===== config.mk =====
export PLATFORM = sky130hd
export DESIGN_NAME = int_generator
export DESIGN_NICKNAME = d
export VERILOG_FILES = /design/src/rtl/int_generator.sv
export SDC_FILE = /design/constraint.sdc
export NUM_CORES = 1
export LEC_CHECK = 0
export BUFFER_PORTS_ARGS = -buffer_cell sky130_fd_sc_hd__buf_2
export CAP_MARGIN = 20
export CORE_MARGIN = 8
export CORE_UTILIZATION = 47
export CTS_CLUSTER_DIAMETER = 40
export DETAILED_ROUTE_END_ITERATION = 6
export GPL_TIMING_DRIVEN = 0
export PLACE_DENSITY = 0.9
export SLEW_MARGIN = 20
export SYNTH_ARGS = -nofsm -noshare
export SYNTH_HDL_FRONTEND = slang
export SYNTH_SLANG_ARGS = --single-unit

===== constraint.sdc =====
create_clock -name clk -period 2.05 [get_ports clk]
set_input_delay 0 -clock clk [delete_from_list [all_inputs] [get_ports clk]]
set_output_delay 0 -clock clk [all_outputs]
set_load 0.1 [all_outputs]

===== src/rtl/int_generator.sv =====
// Purpose: issues MAX_INT level interrupts, each raised PERIOD cycles after arming and held until a store to ACK_ADDR acknowledges it.
// Latency: interrupt rises PERIOD edges after entering COUNT; the next period starts HOLDOFF edges after an acknowledge.
// Backpressure: none; the bridge write port is sampled every cycle, and an interrupt is held until it is acknowledged.
module int_generator #(
    parameter logic [31:0] ACK_ADDR = 32'h0000_7F20,
    parameter int          PERIOD   = 16,
    parameter int          HOLDOFF  = 4,
    parameter int          MAX_INT  = 8
) (
    input  logic        clk,
    input  logic        reset,
    input  logic        enable,
    input  logic [31:0] m_int_addr,
    input  logic [3:0]  m_int_byteen,
    output logic        interrupt,
    output logic [7:0]  int_count,
    output logic        busy,
    output logic        done,
    output logic        spurious_ack
);

    localparam int CNT_MAX = (PERIOD > HOLDOFF) ? PERIOD : HOLDOFF;
    localparam int CW      = $clog2(CNT_MAX + 1);

    localparam logic [CW-1:0] PERIOD_LOAD = CW'(PERIOD - 1);
    localparam logic [CW-1:0] HOLD_LOAD   = CW'(HOLDOFF - 1);
    localparam logic [CW-1:0] CNT_ONE     = CW'(1);
    localparam logic [7:0]    MAX_CNT     = 8'(MAX_INT);

    typedef enum logic [1:0] {
        S_IDLE    = 2'd0,
        S_COUNT   = 2'd1,
        S_ASSERT  = 2'd2,
        S_HOLDOFF = 2'd3
    } state_t;

    state_t        state, state_n;
    logic [CW-1:0] cnt, cnt_n;
    logic          irq_n;
    logic [7:0]    count_n;
    logic          done_n;
    logic          spur_n;
    logic          ack;

    // Byte-lane address bits never matter: any store into the ack word counts.
    logic unused_addr_bits;
    assign unused_addr_bits = ^m_int_addr[1:0];

    assign ack  = (m_int_addr[31:2] == ACK_ADDR[31:2]) && (m_int_byteen != 4'd0);
    assign busy = (state != S_IDLE);

    // Next-state and next-output logic; every registered output is computed here.
    always_comb begin
        state_n = state;
        cnt_n   = cnt;
        irq_n   = interrupt;
        count_n = int_count;
        done_n  = done;
        // A store hitting the ack word outside ASSERT is flagged, including
        // the trailing cycles of a multi-cycle store that land in HOLDOFF.
        spur_n  = spurious_ack | (ack && (state != S_ASSERT));

        case (state)
            S_IDLE: begin
                if (enable && !done) begin
                    state_n = S_COUNT;
                    cnt_n   = PERIOD_LOAD;
                end
            end
            S_COUNT: begin
                if (!enable) begin
                    state_n = S_IDLE;
                    cnt_n   = '0;
                end else if (cnt != '0) begin
                    cnt_n = cnt - CNT_ONE;
                end else begin
                    state_n = S_ASSERT;
                    irq_n   = 1'b1;
                end
            end
            S_ASSERT: begin
                // The request is held even if enable drops; only an ack clears it.
                irq_n = 1'b1;
                if (ack) begin
                    irq_n   = 1'b0;
                    count_n = int_count + 8'd1;
                    if (count_n == MAX_CNT) begin
                        done_n  = 1'b1;
                        state_n = S_IDLE;
                        cnt_n   = '0;
                    end else begin
                        state_n = S_HOLDOFF;
                        cnt_n   = HOLD_LOAD;
                    end
                end
            end
            S_HOLDOFF: begin
                if (cnt != '0) begin
                    cnt_n = cnt - CNT_ONE;
                end else if (enable) begin
                    state_n = S_COUNT;
                    cnt_n   = PERIOD_LOAD;
                end else begin
                    state_n = S_IDLE;
                    cnt_n   = '0;
                end
            end
            default: begin
                state_n = S_IDLE;
                cnt_n   = '0;
                irq_n   = 1'b0;
            end
        endcase
    end

    // State and output registers; reset aborts at once and wins over any ack.
    always_ff @(posedge clk) begin
        if (!reset) begin
            state        <= S_IDLE;
            cnt          <= '0;
            interrupt    <= 1'b0;
            int_count    <= 8'd0;
            done         <= 1'b0;
            spurious_ack <= 1'b0;
        end else begin
            state        <= state_n;
            cnt          <= cnt_n;
            interrupt    <= irq_n;
            int_count    <= count_n;
            done         <= done_n;
            spurious_ack <= spur_n;
        end
    end

endmodule


# Word-level counts from Yosys, hierarchy flattened
# Index checks and enable logic that the tools add are counted.
word_totals:
  out_inout_bits: 12
  regBits: 18
  in_bits: 39
  elab_cells: 56
op_classes:
  n_reduce_logical: 14
  bitwise_logic: 1
  n_mux: 20
  addsub: 2
  n_eq_ne: 13
ops:
  columns: ["operator", "n"]
  rows:
  - ["30-bit by 13-bit == test with 1-bit output (second input constant)", 1]
  - ["5-bit two-way mux", 5]
  - ["5-bit case mux with 4 select lines", 1]
  - ["2-bit two-way mux", 7]
  - ["2-bit != test (second input constant)", 6]
  - ["3-bit AND reduction", 3]
  - ["8-bit by 1-bit adder with 8-bit output (second input constant)", 1]
  - ["8-bit by 4-bit == test with 1-bit output (second input constant)", 1]
  - ["2-bit case mux with 4 select lines", 1]
  - ["3-bit != test (second input constant)", 2]
  - ["5-bit nonzero test", 1]
  - ["5-bit by 1-bit subtractor with 5-bit output (second input constant)", 1]
  - ["2-bit == test (second input constant)", 2]
  - ["1-bit two-way mux", 4]
  - ["4-bit two-way mux", 1]
  - ["4-bit AND reduction", 1]
  - ["2-bit nonzero test", 2]
  - ["4-bit nonzero test", 1]
  - ["1-bit logical AND", 3]
  - ["2-bit by 1-bit == test with 1-bit output (second input constant)", 1]
  - ["2-bit zero test", 1]
  - ["1-bit case mux with 2 select lines", 1]
  - ["2-bit AND reduction", 1]
  - ["1-bit zero test", 1]
  - ["1-bit bitwise OR", 1]

# Longest topological paths before layout
depth:
  ltp_word: 5
  ltp_mapped: 8
  depth_no_buf: 8

# Worst setup path before layout
# No wires, ideal clock.
synth_timing:
  path_type: "register to register"
  startpoint: "reg int_count[0]"
  endpoint: "reg state[1]"
  t_arrival_ps: 2202
  setup_slack_ps: -277
  setup_ps: 126
  stages_incl_launch_ff: 7
  period_less_slack_ps: 2327
  required_ps: 1924
  path_buffers: 0
  cell_sequence: "dfxtp_1 nand3_1 nor4b_1 o21bai_1 a221o_1 o21ai_0 a21boi_0"
synth_via:
  elab_chain_cells: 5
synth_rtl:
  columns: ["element", "line", "source"]
  rows:
  - ["start: declaration", "16", "output logic [7:0] int_count,"]
  - ["start signal: assignment", "129", "int_count <= count_n;"]
  - ["8-bit by 1-bit adder with 8-bit output", "86", "count_n = int_count + 8'd1;"]
  - ["8-bit by 4-bit == test with 1-bit output", "87", "if (count_n == MAX_CNT) begin"]
  - ["2-bit two-way mux", "87", null]
  - ["2-bit two-way mux", "84", "if (ack) begin"]
  - ["2-bit case mux with 4 select lines", "63", "case (state)"]
  - ["end signal: assignment", "126", "state <= state_n;"]
  - ["end: declaration", "37", "state_t state, state_n;"]
# Every way passes these cells. The select of a mux whose other input is x is not followed.
# A chain may end at the register's enable or synchronous reset.

# Worst setup path after layout
layout_timing:
  startpoint: "reg state[1]"
  endpoint: "out busy"
layout_via:
  elab_chain_cells: 1
layout_rtl:
  columns: ["element", "line", "source"]
  rows:
  - ["2-bit nonzero test", "50", "assign busy = (state != S_IDLE);"]
  - ["end: declaration", "17", "output logic busy,"]
# Every way passes these cells.

==> summary.txt <==
Global routing
  • First-pass GRT wire length: between 5 and 6 mm
  • Vias in the first global route: around 1,200
  • Initial antenna violation count: 0
  • GRT Residual Overflow: 0
  • Total track usage: between 15 and 20%
  • Largest net degree at the start of global routing: 11

Logic synthesis
  • EDFF count, synth: 0
  • Most frequent cell after synthesis: dfxtp_1
  • Seq cells post-synth: 18
  • Synth cell types: 45
  • Post-synthesis sequential area ratio: between 20% and 30%
  • Synthesized cell area: roughly 1200 sq um
  • Yosys top cell area share: 29.1%
  • Ys async rst share: 0%
  • Post-Synthesis Cells: approximately 160
  • Yosys top cell by area: dfxtp_1
  • Synth Flop Type: dfxtp_1
  • Post-Synthesis Net Count: about 200
  • Mean Syn Cell Area: between 7 and 8 sq um
  • Commonest cells post-synth: dfxtp_1 (18), nand2_1 (17), a21oi_1 (10)
  • YS warnings: 0
  • Area contributors post-synth: dfxtp_1 (29%), nand2_1 (5.1%), and2_1 (4.5%)

Drt
  • Remaining antenna violation count: 0
  • Vias: roughly 1,300
  • Initial drt markers: 62
  • # DRC: 0
  • WL final: about 3.3 mm
  • DRT Pass-1 Iters: 4
  • Vias per Instance: approximately 5.4
  • Drt wl/cell: between 10 and 15 um

Critical path
  • Critical Path RT: 2.05 ns
  • Crit path from: state[1]
  • Crit end category: output pin
  • Critical Path Most Common Cell: clkbuf_1
  • Worst Path Max Fanout: 10
  • Data arrival time of the critical path: ~1.9 ns
  • WS Path Type: reg -> out
  • CP Launch Type: register
  • Critical path's slowest cell: buf_2
  • Crit Reg-Reg Startpoint: cnt[0]
  • Max incr delay on CP: about 0.42 ns
  • Critical Path, Cell by Cell: clkbuf_1 -> clkbuf_1 -> or2_2 -> buf_2

Final layout
  • FF/Latch Area: 369 sq um
  • # fillers: 236
  • Fin nets: about 250
  • Fin cells: between 200 and 250
  • Post-route cell area: 1580 sq um
  • Layout area overhead: 27.7%
  • Antenna fix cells: 0
  • Share of cells above drive strength 1: 33.5%
  • Combined area of the multi-input logic cells: 831 sq um

CTS
  • H-tree depth: 1
  • Root buf cell: clkbuf_4
  • CTS Buffer Depth: 2
  • TritonCTS Buffers: 3
  • Later-pin clock latency in the skew report: roughly 0.30 ns
  • CTS tree: built
  • CTS Hold Bufs: 0
  • Clock Pin Slew Worst Setup and Hold Paths: 0.11 ns
  • CTS Sinks: 18

Worst hold path
  • HP Class: in -> reg
  • Hold Startpoint: reset

STA
  • RSZ-0062 raised after global routing: no
  • Endpoints failing setup: 0
  • Peak Freq: between 0.5 and 0.6 GHz
  • Slew Limit Fails: 0
  • Final hold viol count: 0
  • Setup WS post-layout: 0.114 ns
  • Setup TNS: 0 ns
  • Fin crit period: 1.94 ns
  • Worst Tran Pin Value: between 0.4 and 0.5 ns
  • Slew HR: 67.4%
  • Clock Skews: ~0.0052 ns
  • Tcrit/Tclk final: 94.4%

Run status
  • Status: finished, final reports clean

Power and ir drop
  • Leakage power: just under 0.0007 uW
  • P per Cell Area: approximately 560 nW/um^2
  • IR Drop Worst-Case VDD: approximately 0.46 mV

Floorplanning
  • Core ar.: approximately 2500 sq um
  • Row cnt: 18
  • Chip width: around 67 um
  • Die Y-Extent: 67.4 um
  • # IOs: a little over 50
  • Initial Util: between 40% and 50%
  • Die area: 4540 sq um

Placed design
  • GP Congestion: ~0.85
  • Place WS: ~0.076 ns
  • Port bufs: 47
  • Detailed Place HPWL: between 2 and 3 mm
  • Placed instance area: about 1500 sq um
  • Placed instance count: roughly 230

Run
  • Maxcap violations: 0
## where the power goes
part           switching (uW)  leakage [uW]  internal (uW)
Sequential               19.8      0.000150            366
Clock                     122     0.0000210            108
Combinational             157      0.000508            114
Total                     298      0.000679            588
## final cells by class
| type | count | share of cell area (%) |
|---|---|---|
| multi-input combinational | 124 | 52.4 |
| sequential | 18 | 23.3 |
| timing repair buffer | 49 | 15.8 |
| buffer | 9 | 2.61 |
| tap | 30 | 2.37 |
| clock buffer | 4 | 2.29 |
| inverter | 5 | 1.18 |
## routing by layer
metal,wire length [um],vias up,track usage (%)
li1,-,674,-
met1,1360,572,17.8
met2,1720,36,26.4
met3,215,7,4.14
met4,40,0,3.66
met5,0,-,0
## metrics by stage
| stage | hold slack (ns) | total power (uW) | utilization (%) |
|---|---|---|---|
| 2_1_floorplan | 0.231 | 574 | - |
| 3_5_place_dp | 0.352 | 646 | 60.9 |
| 3_3_place_gp | 0.343 | 640 | 60.9 |
| 4_1_cts | 0.0360 | 877 | 62.3 |
| 6_report | 0.0410 | 887 | 63.4 |
| 5_1_grt | 0.0581 | 938 | 63.4 |
## kinds of logic (layout without fill, tap and decap cells)
family,Yosys count,after routing,share of synthesized area [%]
AND/OR/NAND/NOR,73,73,36.0
AO/OA/AOI/OAI,38,38,19.9
flip-flops,18,18,29.1
buffers and inverters,14,67,4.84
XOR/XNOR,9,9,6.36
adder cells (fa/ha/maj),3,3,3.03
multiplexers,1,1,0.807
## path summary, 6_finish.rpt
path | endpoint | slack [ns] | depth (start not counted)
hold reg to reg | spurious_ack | 0.47 | 1
setup reg to reg | cnt[0] | 0.17 | 8
setup / recovery | busy | 0.11 | 4
hold / removal | cnt[4] | 0.04 | 3
## worst max-delay path: cells and delay by family, from the launching register on
kind	cells	cell delay (ns)
simple gates	1	0.19
buf+inv	3	1.11
flops	1	0.34
## registers in the layout (all words and copies together), names as in the netlist
| register | cells |
|---|---|
| state | 2 |
| done | 1 |
| int_count | 8 |
| interrupt | 1 |
| cnt | 5 |
| spurious_ack | 1 |
## layout by cell type, fill, tap and decap left out, drive strengths merged, types with 2 or more instances in the layout
| cell type | instances |
|---|---|
| a31oi | 3 |
| o21a | 2 |
| nand3 | 9 |
| o22ai | 2 |
| nand2b | 3 |
| or4 | 2 |
| clkbuf | 12 |
| nor4 | 5 |
| a21oi | 11 |
| nand2 | 17 |
| ha | 3 |
| xnor2 | 6 |
| nand4 | 4 |
| nor2b | 5 |
| and2 | 9 |
| xor2 | 3 |
| o211ai | 2 |
| inv | 5 |
| buf | 50 |
| nor3 | 3 |
| dfxtp | 18 |
| nor2 | 6 |
| nor4b | 3 |
| o21ai | 11 |
## what timing repair did
action	CTS	global route
setup buffers	0	2
endpoints found under the setup margin	0	8
endpoints found under the hold margin	0	0
resized for setup	0	2
Power figures use the tool's default switching activity.
